===== src/rtl/rx_tlp_sender_pkg.sv =====
// Shared constants and FSM encoding for the RX TLP sender.
// MWr64 fmt/type, page layout sizes, page-valid marker, states.
package rx_tlp_sender_pkg;

  localparam logic [1:0]  MWR64_FMT   = 2'b11;
  localparam logic [4:0]  MWR_TYPE    = 5'b00000;
  localparam int          RSVD_QW     = 16;
  localparam int          MAX_QW      = 16;
  localparam logic [31:0] PAGE_MARKER = 32'h0000_0001;

  typedef enum logic [3:0] {
    IDLE,
    GET_PAGE,
    HDR0,
    HDR1,
    DATA,
    DONE,
    PHDR0,
    PHDR1,
    PDATA,
    SWAP
  } state_t;

endpackage


===== src/rtl/tlp_mwr64_hdr.sv =====
// Builds the two header QWs of a 4DW 64-bit Memory Write TLP.
// Ports: len (DW), req_id, addr in; hdr0 {DW0,DW1}, hdr1 {addr} out.
module tlp_mwr64_hdr
  import rx_tlp_sender_pkg::*;
(
  input  logic [9:0]  len,
  input  logic [15:0] req_id,
  input  logic [63:0] addr,
  output logic [63:0] hdr0,
  output logic [63:0] hdr1
);

  logic [31:0] dw0;
  logic [31:0] dw1;

  // TC, TD, EP, attr and tag are all zero.
  assign dw0 = {1'b0, MWR64_FMT, MWR_TYPE,
                1'b0, 3'b000, 4'b0000,
                1'b0, 1'b0, 2'b00, 2'b00, len};
  assign dw1 = {req_id, 8'h00, 4'hF, 4'hF};

  assign hdr0 = {dw0, dw1};
  assign hdr1 = {addr[63:32], addr[31:0]};

endmodule


===== src/rtl/rx_tlp_sender.sv =====
// Reads QWs from the RX buffer and sends them as MWr64 TLPs into the
// current host huge page; closes pages with a header QW and swaps.
// Ports: clk/reset; trigger/change requests + acks; RX buffer rd port;
// huge page supply; TRN TX interface (active-low framing/handshake).
module rx_tlp_sender #(
  parameter int BUF_AW  = 10,
  parameter int RSVD_QW = rx_tlp_sender_pkg::RSVD_QW,
  parameter int MAX_QW  = rx_tlp_sender_pkg::MAX_QW
) (
  input  logic              clk,
  input  logic              reset,
  input  logic              trigger_tlp,
  output logic              trigger_tlp_ack,
  input  logic              change_huge_page,
  input  logic              send_last_tlp_change_huge_page,
  output logic              change_huge_page_ack,
  input  logic [4:0]        qwords_to_send,
  output logic [BUF_AW-1:0] commited_rd_address,
  output logic [BUF_AW-1:0] rd_addr,
  input  logic [63:0]       rd_data,
  input  logic [63:0]       huge_page_base,
  input  logic              huge_page_valid,
  output logic              huge_page_consumed,
  input  logic [15:0]       cfg_completer_id,
  output logic [63:0]       trn_td,
  output logic              trn_tsof_n,
  output logic              trn_teof_n,
  output logic              trn_tsrc_rdy_n,
  input  logic              trn_tdst_rdy_n
);

  import rx_tlp_sender_pkg::*;

  localparam logic [18:0] RSVD = 19'(RSVD_QW);
  localparam logic [BUF_AW-1:0] ONE = BUF_AW'(1);

  state_t state, state_d;

  logic              trig_q, chg_q;
  logic              trig_pend, chg_pend;
  logic              trig_take, chg_take;
  logic              cur_chg, page_vld;
  logic [4:0]        n, cnt;
  logic [63:0]       base;
  logic [18:0]       offset;
  logic [BUF_AW-1:0] ptr;
  logic              accept, last_beat, pg_hdr;
  logic [9:0]        len;
  logic [63:0]       addr, hdr0, hdr1;

  assign accept    = ~trn_tsrc_rdy_n & ~trn_tdst_rdy_n;
  assign last_beat = cnt == n - 5'd1;
  assign pg_hdr    = (state == PHDR0) | (state == PHDR1);
  assign len       = pg_hdr ? 10'd2 : {4'b0, n, 1'b0};
  assign addr      = base +
                     (pg_hdr ? 64'd0 : {42'b0, offset, 3'b000});

  tlp_mwr64_hdr u_hdr (
    .len    (len),
    .req_id (cfg_completer_id),
    .addr   (addr),
    .hdr0   (hdr0),
    .hdr1   (hdr1)
  );

  // ptr always names the QW rd_data holds; on an accepted beat the RAM
  // is already pointed at the next one so backpressure costs no bubble.
  assign rd_addr = (state == DATA && accept) ? ptr + ONE : ptr;

  assign trigger_tlp_ack      = (state == DONE) & ~cur_chg;
  assign change_huge_page_ack = state == SWAP;
  assign huge_page_consumed   = (state == GET_PAGE) & huge_page_valid;

  always_comb begin
    state_d   = state;
    trig_take = 1'b0;
    chg_take  = 1'b0;
    unique case (state)
      IDLE: begin
        if (chg_pend | trig_pend) begin
          if (!page_vld) begin
            state_d = GET_PAGE;
          end else if (chg_pend) begin
            chg_take = 1'b1;
            state_d  = send_last_tlp_change_huge_page ? HDR0 : PHDR0;
          end else begin
            trig_take = 1'b1;
            state_d   = HDR0;
          end
        end
      end
      GET_PAGE: if (huge_page_valid) state_d = IDLE;
      HDR0:     if (accept) state_d = HDR1;
      HDR1:     if (accept) state_d = DATA;
      DATA:     if (accept && last_beat) state_d = DONE;
      DONE:     state_d = cur_chg ? PHDR0 : IDLE;
      PHDR0:    if (accept) state_d = PHDR1;
      PHDR1:    if (accept) state_d = PDATA;
      PDATA:    if (accept) state_d = SWAP;
      SWAP:     state_d = IDLE;
      default:  state_d = IDLE;
    endcase
  end

  always_comb begin
    trn_td         = 64'd0;
    trn_tsof_n     = 1'b1;
    trn_teof_n     = 1'b1;
    trn_tsrc_rdy_n = 1'b1;
    unique case (state)
      HDR0, PHDR0: begin
        trn_tsrc_rdy_n = 1'b0;
        trn_tsof_n     = 1'b0;
        trn_td         = hdr0;
      end
      HDR1, PHDR1: begin
        trn_tsrc_rdy_n = 1'b0;
        trn_td         = hdr1;
      end
      DATA: begin
        trn_tsrc_rdy_n = 1'b0;
        trn_teof_n     = ~last_beat;
        trn_td         = rd_data;
      end
      PDATA: begin
        trn_tsrc_rdy_n = 1'b0;
        trn_teof_n     = 1'b0;
        trn_td         = {PAGE_MARKER, 13'd0, offset};
      end
      default: ;
    endcase
  end

  always_ff @(posedge clk or posedge reset) begin
    if (reset) begin
      state               <= IDLE;
      trig_q              <= 1'b0;
      chg_q               <= 1'b0;
      trig_pend           <= 1'b0;
      chg_pend            <= 1'b0;
      cur_chg             <= 1'b0;
      page_vld            <= 1'b0;
      n                   <= 5'd0;
      cnt                 <= 5'd0;
      base                <= 64'd0;
      offset              <= RSVD;
      ptr                 <= '0;
      commited_rd_address <= '0;
    end else begin
      state  <= state_d;
      trig_q <= trigger_tlp;
      chg_q  <= change_huge_page;
      // Edges are remembered until served, so a trigger that
      // collides with a change is still sent afterwards.
      trig_pend <= (trig_pend & ~trig_take) |
                   (trigger_tlp & ~trig_q);
      chg_pend  <= (chg_pend & ~chg_take) |
                   (change_huge_page & ~chg_q);
      if (trig_take | chg_take) begin
        cur_chg <= chg_take;
        cnt     <= 5'd0;
        n       <= (qwords_to_send == 5'd0) ?
                   5'(MAX_QW) : qwords_to_send;
      end
      if (state == GET_PAGE && huge_page_valid) begin
        base     <= huge_page_base;
        page_vld <= 1'b1;
        offset   <= RSVD;
      end
      if (state == DATA && accept) begin
        ptr <= ptr + ONE;
        cnt <= cnt + 5'd1;
      end
      if (state == DONE) begin
        commited_rd_address <= commited_rd_address + BUF_AW'(n);
        offset              <= offset + 19'(n);
      end
      if (state == SWAP) begin
        page_vld <= 1'b0;
        offset   <= RSVD;
      end
    end
  end

endmodule


===== config.mk =====
export PLATFORM = sky130hd
export DESIGN_NAME = rx_tlp_sender
export DESIGN_NICKNAME = d
export VERILOG_FILES = /design/src/rtl/rx_tlp_sender_pkg.sv /design/src/rtl/tlp_mwr64_hdr.sv /design/src/rtl/rx_tlp_sender.sv
export SDC_FILE = /design/constraint.sdc
export NUM_CORES = 1
export LEC_CHECK = 0
export CORE_MARGIN = 1.5
export CORE_UTILIZATION = 34
export DETAILED_ROUTE_END_ITERATION = 6
export SETUP_SLACK_MARGIN = 0.4
export SLEW_MARGIN = 20
export SYNTH_ARGS = -nofsm -noshare
export SYNTH_HDL_FRONTEND = slang
export SYNTH_HIERARCHICAL = 1
export SYNTH_SLANG_ARGS = --single-unit

===== constraint.sdc =====
create_clock -name clk -period 7 [get_ports clk]
set_input_delay 1.4 -clock clk [delete_from_list [all_inputs] [get_ports clk]]
set_output_delay 1.4 -clock clk [all_outputs]
set_load 0.01 [all_outputs]

==> results.ini, run 1 <==
[status]
outcome=finished, final reports clean

[sta]
tns_ns=0
tightest_slew_ns=0.954
hold_viol_final=0
rsz0062_at_grt=false
slew_violations=0
setup_violations=0
period_share_pct=89.2
fin_crit_ns=6.24
slew_headroom_pct=36.4
max_freq_mhz=160
fin_skew_ns=0.0147

[floorplanning]
core_area_mm2=0.0288
fp.dieW_um=174
ios=246
start_util_pct=34.6
die_area_mm2=0.0303
dieHeight_um=174
rows=62

[grt]
grt_pass1_wl_um=46400
grt_overflow=0
grt_max_degree=72
grtUsageTotal_pct=19.6
grt_pass1_vias=8210
antenna_found_initial=1

[logic_synthesis]
synth_area_mm2=0.00996
synthTopCellsByArea=dfrtp_1 31%, buf_4 9.6%, mux2i_1 7.4%
synthSimpleGateAreaFrac_pct=16.5
ys_ff_latch=123
ys.warnings.count=6
synth.avg_cell_area_um2=8.82
synth-xor-area-share_pct=7.47
synth_ff_type=dfrtp_1
synth_edf_count=0
synth_cell_types=59
synth.largest_area_cell=dfrtp_1
synth_compound_area_share_pct=13.0
async_reset_ff_share_pct=100
synth_mux_area_share_pct=14.8
yosys.area_share.adder_pct=4.62
syn_inst=1130
synth_top_area_share_pct=30.6
synth_top_family_by_area=simple AND/OR/NAND/NOR gates
yosysSeqAreaShare_pct=30.9

[drt]
dr_wl_met2_um=14000
drt_iter0_drc=613
met1_length_um=14000
drt_pass1_iterations=5
postRouteAntennaNets=0
vias=8336
routed-wl-met3_um=1260
routedWlPerCell_um=17.8
viasPerCell=5.01
wirelength_um=29700
routed.top_layer=met4
drc_errors=0

[min_path]
holdCritPathClass=flip-flop to flip-flop

[finish]
final_nets=1456
fin_area_mm2=0.0125
syn_to_final_growth_pct=25.8
drive_gt1_share_pct=10.0
utilization_pct=43.5

[clock_network]
cts.sinks=123
cts_root_buf=clkbuf_16
clk_pin_slew_ns=0.06
clk_latency_ns=0.43
cts_made_buffers=17
ctsLongestPathBuffers=2
holdBufCountCts=0
cts_tree=yes
cts_max_level=4

[place]
hpwl_um=22000
port_buffers=245
placed_area_mm2=0.0120
place_congestion=0.860

[setup_path]
cp-start-kind=flip-flop
cp_max_fo=23
arrival_ns=4.84
cp_data_required_time_ns=5.60
end_kind=primary output
worstSetupPathType=flip-flop to primary output

[pwr]
p_leak_nw=5.26
power_density_mw_per_mm2=404
peakVddDrop_mv=0.198

[run]
maxCapViolations=0

==> synthesized netlist by cell type, types with 21 or more instances <==
master / n
buf_4: 128
inv_1: 22
xnor2_1: 58
nand3_1: 32
and2_1: 25
dfrtp_1: 122
o21ai_0: 87
clkbuf_1: 25
ha_1: 32
nand4_1: 21
mux2_2: 65
nand2_1: 133
nor2_1: 63
xor2_1: 27
mux2i_1: 74
a21oi_1: 42
buf_2: 25
==> area by class of cell <==
class,instances,area [um^2]
timing repair buffer,254,2520
clock inverter,15,139
tap,384,480
clock buffer,17,425
antenna,1,2.50
sequential,123,3080
multi-input combinational,847,5800
fill,2841,16200
inverter,22,85.1
==> layer usage <==
| metal | GRT usage (%) | up-vias |
|---|---|---|
| met5 | 0 | - |
| met3 | 3.26 | 25 |
| met2 | 31.9 | 241 |
| met1 | 27.0 | 3993 |
| met4 | 5.17 | 0 |
| li1 | - | 4077 |
==> cells in the final DEF (no fill, tap or decap), types with 20 or more instances in the layout <==
cell / instances
dfrtp_1: 120
mux2i_1: 74
and2_1: 25
mux2_2: 65
xnor2_1: 58
nand2_1: 132
nor2_1: 62
clkdlybuf4s50_1: 245
xor2_1: 27
nand3_1: 32
o21ai_0: 87
nand4_1: 21
ha_1: 32
a221o_1: 20
inv_1: 21
conb_1: 43
a21oi_1: 42
==> per-stage QoR <==
step,cells,worst slack [ns],power [W],hold WS [ns]
2_1_floorplan,1170,1.94,0.00344,0.400
3_3_place_gp,1630,0.871,0.00418,0.403
3_5_place_dp,1630,0.873,0.00421,0.411
4_1_cts,1662,0.562,0.00510,0.419
5_1_grt,1663,0.402,0.00543,0.455
6_report,1663,0.757,0.00506,0.421
==> path summary, 6_finish.rpt <==
check | cells past startpoint | start | slack, ns | end
hold / removal | 1 | trig_q$_DFF_PP0_ | 0.42 | trig_pend$_DFF_PP0_
setup / recovery | 13 | state[3]$_DFFE_PP0P_ | 0.76 | trn_td[32]
setup reg to reg | 4 | state[0]$_DFFE_PP0P_ | 4.14 | base[20]$_DFFE_PP0P_
min in group asynchronous | 2 | reset | 1.52 | ptr[9]$_DFF_PP0_
max in group asynchronous | 3 | reset | 4.16 | base[58]$_DFFE_PP0P_
hold reg to reg | 1 | trig_q$_DFF_PP0_ | 0.42 | trig_pend$_DFF_PP0_
==> logic make-up (layout without fill, tap and decap cells) <==
group                    Yosys count  in the layout
AO/OA/AOI/OAI                    207            207
adder cells (fa/ha/maj)           35             35
flip-flops                       123            123
XOR/XNOR                          85             85
AND/OR/NAND/NOR                  338            338
other                              3             44
multiplexers                     139            139
buffers and inverters            200            308
==> flip-flops by register name, summed over array words and instances (netlist names) <==
register / count
cur_chg: 1
base: 64
commited_rd_address: 10
cnt: 5
offset: 19
ptr: 10
chg_pend: 1
page_vld: 1
n: 5
trig_q: 1
state: 4
chg_q: 1
trig_pend: 1
==> worst max-delay path: stages (launching register included) <==
cell and delay [ns]:
dfrtp_1 0.52, nor2b_1 0.32, nand2_2 0.28, and2_1 0.27
ha_1 0.36, nand3_1 0.17, nor3_1 0.21, o211ai_1 0.22
a21oi_1 0.48, o211ai_1 0.21, xnor2_1 0.21, mux2_2 0.29
a221o_1 0.38, clkdlybuf4s50_1 0.51
==> power breakdown <==
part           internal, W  total (W)  leakage [nW]  switching (W)
Clock             0.000494   0.000859         0.269       0.000366
Combinational      0.00143    0.00280          3.46        0.00138
Sequential        0.000997    0.00140          1.53       0.000400
==> what timing repair did <==
item | CTS | global route
setup endpoints to repair | 2 | 26
gates resized for setup | 1 | 4
setup buffers | 0 | 0
(Power assumes the default switching activity.)
==> run 2, diff against run 1 <==
SETUP_SLACK_MARGIN = unset   (was 0.4)
==> results.ini, run 2 (same netlist as run 1, synthesis figures left out) <==
[pwr]
peakVddDrop_mv=0.199  ; +0.44%
p_leak_nw=5.26  ; about the same
power_density_mw_per_mm2=404  ; about the same
seq_power_share_pct=27.6  ; about the same
netSwitchingFraction_pct=42.3  ; about the same
p_int_w=0.00292  ; about the same
p_sw_w=0.00214  ; about the same
p_clk_share_pct=17.0  ; about the same
power_frac_comb_pct=55.4  ; about the same

[sta]
timing.hold.ws_ns=0.421  ; +0.000130 ns
rsz0062_at_grt=false
setup_violations=0  ; unchanged
fin_crit_ns=6.44  ; +0.198 ns
tightest_slew_ns=0.946  ; -0.00776 ns
slew_violations=0  ; unchanged
hold_viol_final=0  ; unchanged
tns_ns=0  ; unchanged
fin_skew_ns=0.0154  ; +0.000735 ns
period_share_pct=92.0  ; +2.8 points
slew_headroom_pct=36.9  ; +0.52 points
max_freq_mhz=155  ; -3.1%

[clock_network]
cts_tree=yes
clk_pin_slew_ns=0.06  ; about the same
cts_max_level=4  ; unchanged
post-cts-setup-buffer-count=0  ; unchanged
clk_latency_ns=0.43  ; about the same
ctsLongestPathBuffers=2  ; unchanged
cts_resized=0  ; -1
cts_root_buf=clkbuf_16
cts_made_buffers=17  ; unchanged
holdBufCountCts=0  ; unchanged
cts.sinks=123  ; unchanged

[finish]
largest_reg_flops=64  ; unchanged
drive_gt1_share_pct=9.70  ; -0.31 points
fin_area_mm2=0.0125  ; about the same
n_fill_cell=2839  ; -0.070%
largest_register=base
reg.largest.list=base: 64 flops, offset: 19 flops
final_common_cell=clkdlybuf4s50_1
mostFrequentLayoutCells=245 x clkdlybuf4s50_1, 132 x nand2_1, 121 x dfrtp_1, 87 x o21ai_0, 74 x mux2i_1
syn_to_final_growth_pct=25.7  ; about the same
final_nets=1456  ; unchanged

[drt]
routedWlPerCell_um=17.8  ; about the same
drc_errors=0  ; unchanged
drt_iter0_drc=667  ; +8.8%
viasPerCell=4.99  ; -0.40%
drt_pass1_iterations=5  ; unchanged
vias=8303  ; -0.40%
postRouteAntennaNets=0  ; unchanged
wirelength_um=29700  ; about the same

[floorplanning]
die_area_mm2=0.0303  ; unchanged
dieHeight_um=174  ; unchanged
fp.dieW_um=174  ; unchanged
ios=246  ; unchanged
core_area_mm2=0.0288  ; unchanged
start_util_pct=34.6  ; unchanged
rows=62  ; unchanged

[setup_path]
arrival_ns=5.04  ; +0.20 ns
path_depth=14  ; +1
critical_path.slowest_cell=dfrtp_1
cp_max_fo=23  ; unchanged
cp_data_required_time_ns=5.60  ; about the same
end_kind=primary output
slowest_delay_ns=0.58  ; +0.06 ns
worstSetupPathType=flip-flop to primary output
critPathBufInv=1  ; unchanged
r2r_cells=4  ; unchanged
critPathTopFamily=simple AND/OR/NAND/NOR gates
path_cells=nor2b_1 -> nand2_2 -> and2_1 -> ha_1 -> fa_1 -> a21o_1 -> a311o_1 -> nand3_1 -> and4_1 -> nor3_1 -> xor2_1 -> mux2i_1 -> o21ai_0 -> clkdlybuf4s50_1
cp-start-kind=flip-flop

[min_path]
whs_path_depth=1  ; unchanged
holdCritPathClass=flip-flop to flip-flop

[grt]
grt_pass1_wl_um=46400  ; unchanged
grt_overflow=0  ; unchanged
grt_pass1_vias=8210  ; unchanged
antenna_found_initial=1  ; unchanged
grtUsageTotal_pct=19.6  ; unchanged
grt_max_degree=72  ; unchanged

[place]
placed_area_mm2=0.0120  ; unchanged
port_buffers=245  ; unchanged
place_congestion=0.860  ; unchanged
hpwl_um=22000  ; unchanged

[status]
outcome=finished, final reports clean

[run]
maxCapViolations=0  ; unchanged

[run 2: changes by cell type in the layout (fill, tap and decap cells not counted)]
cell / before / now
a211oi_1: 2 / 3
nor2_1: 62 / 63
nor2_2: 3 / 2
a211oi_2: 3 / 2
dfrtp_2: 1 / 0
dfrtp_1: 120 / 121
and4_2: 1 / 0
and4_1: 8 / 9
[run 2: final cells by class]
class                           instances  area, um^2  share of cell area (%)
Tap cell                              384         480                    3.84
Timing Repair Buffer                  254        2520                    20.1
Antenna cell                            1        2.50                  0.0200
Sequential cell                       123        3080                    24.6
Multi-Input combinational cell        847        5790                    46.2
Inverter                               22        85.1                   0.679
Clock buffer                           17         425                    3.40
Clock inverter                         15         139                    1.11
[run 2: power groups by stage]
| stage | Sequential, W | Combinational, W | Clock [W] |
|---|---|---|---|
| CTS | 0.00139 | 0.00283 | 0.000880 |
| detailed placement | 0.00140 | 0.00281 | 0 |
| finish | 0.00140 | 0.00280 | 0.000860 |
| global placement | 0.00140 | 0.00279 | 0 |
| floorplan | 0.00123 | 0.00221 | 0 |
| global route | 0.00145 | 0.00307 | 0.000912 |
[run 2: final timing paths]
path,slack (ns),startpoint,to
max reg2reg,4.14,state[0]$_DFFE_PP0P_,base[20]$_DFFE_PP0P_
max,0.56,state[1]$_DFFE_PP0P_,trn_td[27]
min,0.42,trig_q$_DFF_PP0_,trig_pend$_DFF_PP0_
max in group asynchronous,4.16,reset,base[37]$_DFFE_PP0P_
min reg2reg,0.42,trig_q$_DFF_PP0_,trig_pend$_DFF_PP0_
min in group asynchronous,1.51,reset,ptr[9]$_DFF_PP0_
[run 2: metrics by stage]
stage / total power [W] / instances / utilization [%] / setup WS [ns]
after floorplan: 0.00344 / 1170 / - / 1.94
after global placement: 0.00418 / 1630 / 41.5 / 0.871
after detailed placement: 0.00421 / 1630 / 41.5 / 0.873
after CTS: 0.00510 / 1662 / 43.5 / 0.383
after global routing: 0.00543 / 1663 / 43.5 / 0.187
final: 0.00506 / 1663 / 43.5 / 0.558
[run 2: worst reg2reg max path, cell delays in order, from the launching register on]
cell     delay, ns
dfrtp_4       0.79
and2b_1       0.28
and3_2        0.55
buf_4         0.70
mux2_2        0.43
[run 2: metal layers]
| metal | wire, um | global-route usage [%] | share of wire (%) |
|---|---|---|---|
| met1 | 14000 | 27.0 | 47 |
| met2 | 13900 | 31.9 | 47 |
| met3 | 1300 | 3.26 | 4.4 |
| met4 | 448 | 5.17 | 1.5 |
| met5 | 0 | 0 | 0 |
==> run 3, diff against run 2 <==
GPL_TIMING_DRIVEN = 0   (was unset)
SKIP_LAST_GASP = 1   (was unset)
==> results.ini, run 3 (same netlist as run 1, synthesis figures left out) <==
[status]
outcome=finished, final reports clean

[sta]
hold_viol_final=0  ; unchanged
slew_headroom_pct=36.9  ; -0.060 points
max_freq_mhz=151  ; -2.5%
period_share_pct=94.4  ; +2.4 points
tightest_slew_ns=0.947  ; +0.000904 ns
slew_violations=0  ; unchanged
fin_crit_ns=6.61  ; +0.165 ns
setup_violations=0  ; unchanged
rsz0062_at_grt=false
timing.hold.ws_ns=0.421  ; -0.0000630 ns
tns_ns=0  ; unchanged
fin_skew_ns=0.0121  ; -0.00333 ns

[clock_network]
holdBufCountCts=0  ; unchanged
cts_tree=yes
clk_latency_ns=0.43  ; about the same
cts.sinks=123  ; unchanged
post-cts-setup-buffer-count=0  ; unchanged
cts_made_buffers=17  ; unchanged
cts_resized=0  ; unchanged
cts_root_buf=clkbuf_16
clk_pin_slew_ns=0.06  ; about the same
cts_max_level=4  ; unchanged
ctsLongestPathBuffers=2  ; unchanged

[setup_path]
cp_data_required_time_ns=5.60  ; about the same
arrival_ns=5.21  ; +0.17 ns
end_kind=primary output
r2r_slack_ns=4.49  ; +0.35 ns
worstSetupPathType=flip-flop to primary output
cp-start-kind=flip-flop
cp_max_fo=10  ; -57%

[drt]
postRouteAntennaNets=0  ; unchanged
viasPerCell=4.92  ; -1.5%
drc_errors=0  ; unchanged
drt_pass1_iterations=5  ; unchanged
routedWlPerCell_um=17.5  ; -1.9%
vias=8926  ; +7.5%
drt_iter0_drc=474  ; -29%
wirelength_um=31800  ; +7.1%

[pwr]
power_density_mw_per_mm2=412  ; +2.0%
p_leak_nw=5.96  ; +13%
peakVddDrop_mv=0.161  ; -19%

[grt]
grtUsageTotal_pct=21.1  ; +1.5 points
grt_pass1_wl_um=49600  ; +6.9%
grt_max_degree=94  ; +31%
grt_overflow=0  ; unchanged
grt_pass1_vias=8812  ; +7.3%
antenna_found_initial=1  ; unchanged

[floorplanning]
core_area_mm2=0.0288  ; unchanged
start_util_pct=34.6  ; unchanged
die_area_mm2=0.0303  ; unchanged
dieHeight_um=174  ; unchanged
rows=62  ; unchanged
fp.dieW_um=174  ; unchanged
ios=246  ; unchanged

[place]
port_buffers=229  ; -6.5%
place_congestion=0.901  ; +4.8%
hpwl_um=24700  ; +12%

[min_path]
holdCritPathClass=flip-flop to flip-flop

[finish]
syn_to_final_growth_pct=35.7
mostFrequentLayoutCells=229 x clkdlybuf4s50_1, 133 x nand2_1, 128 x buf_4, 121 x dfrtp_1, 87 x o21ai_0
final_common_cell=clkdlybuf4s50_1
final_nets=1608  ; +10%
largest_register=base
reg.largest.list=base: 64 flops, offset: 19 flops
largest_reg_flops=64  ; unchanged
drive_gt1_share_pct=18.5  ; +8.8 points

[run]
maxCapViolations=0  ; unchanged

-- run 3: worst max-delay path, stage by stage, from the launching register on --
cell	delay, ns
dfrtp_1	0.41
clkbuf_1	0.34
nand2_1	0.27
clkbuf_2	0.25
and2_1	0.19
ha_1	0.21
fa_1	0.42
a21o_1	0.23
a311o_1	0.43
nand3_1	0.14
and4_1	0.19
buf_2	0.22
nor3_1	0.09
xor2_1	0.37
buf_4	0.18
mux2i_1	0.08
o21ai_0	0.18
clkdlybuf4s50_1	0.57
-- run 3: cell type report --
| cell class | instances | area (um^2) |
|---|---|---|
| Clock buffer | 21 | 450 |
| Fill cell | 2824 | 15300 |
| Inverter | 22 | 90.1 |
| Antenna cell | 1 | 2.50 |
| Clock inverter | 11 | 145 |
| Timing Repair Buffer | 230 | 2320 |
| Buffer | 176 | 1170 |
| Sequential cell | 123 | 3080 |
| Tap cell | 384 | 480 |
| Multi-Input combinational cell | 847 | 5780 |
-- run 3: routing by layer --
layer	global-route usage [%]	share of wire [%]	vias to the layer above
li1	-	-	4385
met3	4.18	5.7	24
met2	34.9	47	273
met1	28.0	46	4244
met4	6.25	1.5	0
met5	0	0	-
-- run 3: metrics by stage --
step	utilization, %	total power [W]	setup slack [ns]	cells	instance area (um^2)
2_1_floorplan	-	0.00344	1.94	1170	10100
3_3_place_gp	44.8	0.00464	0.202	1783	12900
3_5_place_dp	44.9	0.00468	0.553	1784	12900
4_1_cts	47.0	0.00562	0.0747	1816	13500
5_1_grt	47.0	0.00600	0.0700	1815	13500
6_report	47.0	0.00558	0.393	1815	13500
-- run 3: worst paths after layout --
path | startpoint | to | depth (start not counted)
max in group asynchronous | reset | state[1]$_DFFE_PP0P_ | 3
max | state[2]$_DFFE_PP0P_ | trn_td[27] | 17
min reg2reg | chg_q$_DFF_PP0_ | chg_pend$_DFF_PP0_ | 1
max reg2reg | state[3]$_DFFE_PP0P_ | offset[5]$_DFFE_PP0P_ | 7
min in group asynchronous | reset | ptr[9]$_DFF_PP0_ | 2
min | chg_q$_DFF_PP0_ | chg_pend$_DFF_PP0_ | 1
-- run 3: power by group --
group          switching [W]  total [W]  leakage, nW  internal (W)
clock               0.000341   0.000909        0.283      0.000568
combinational        0.00156    0.00333         4.15       0.00177
sequential          0.000340    0.00134         1.53      0.000997
total                0.00224    0.00558         5.96       0.00334
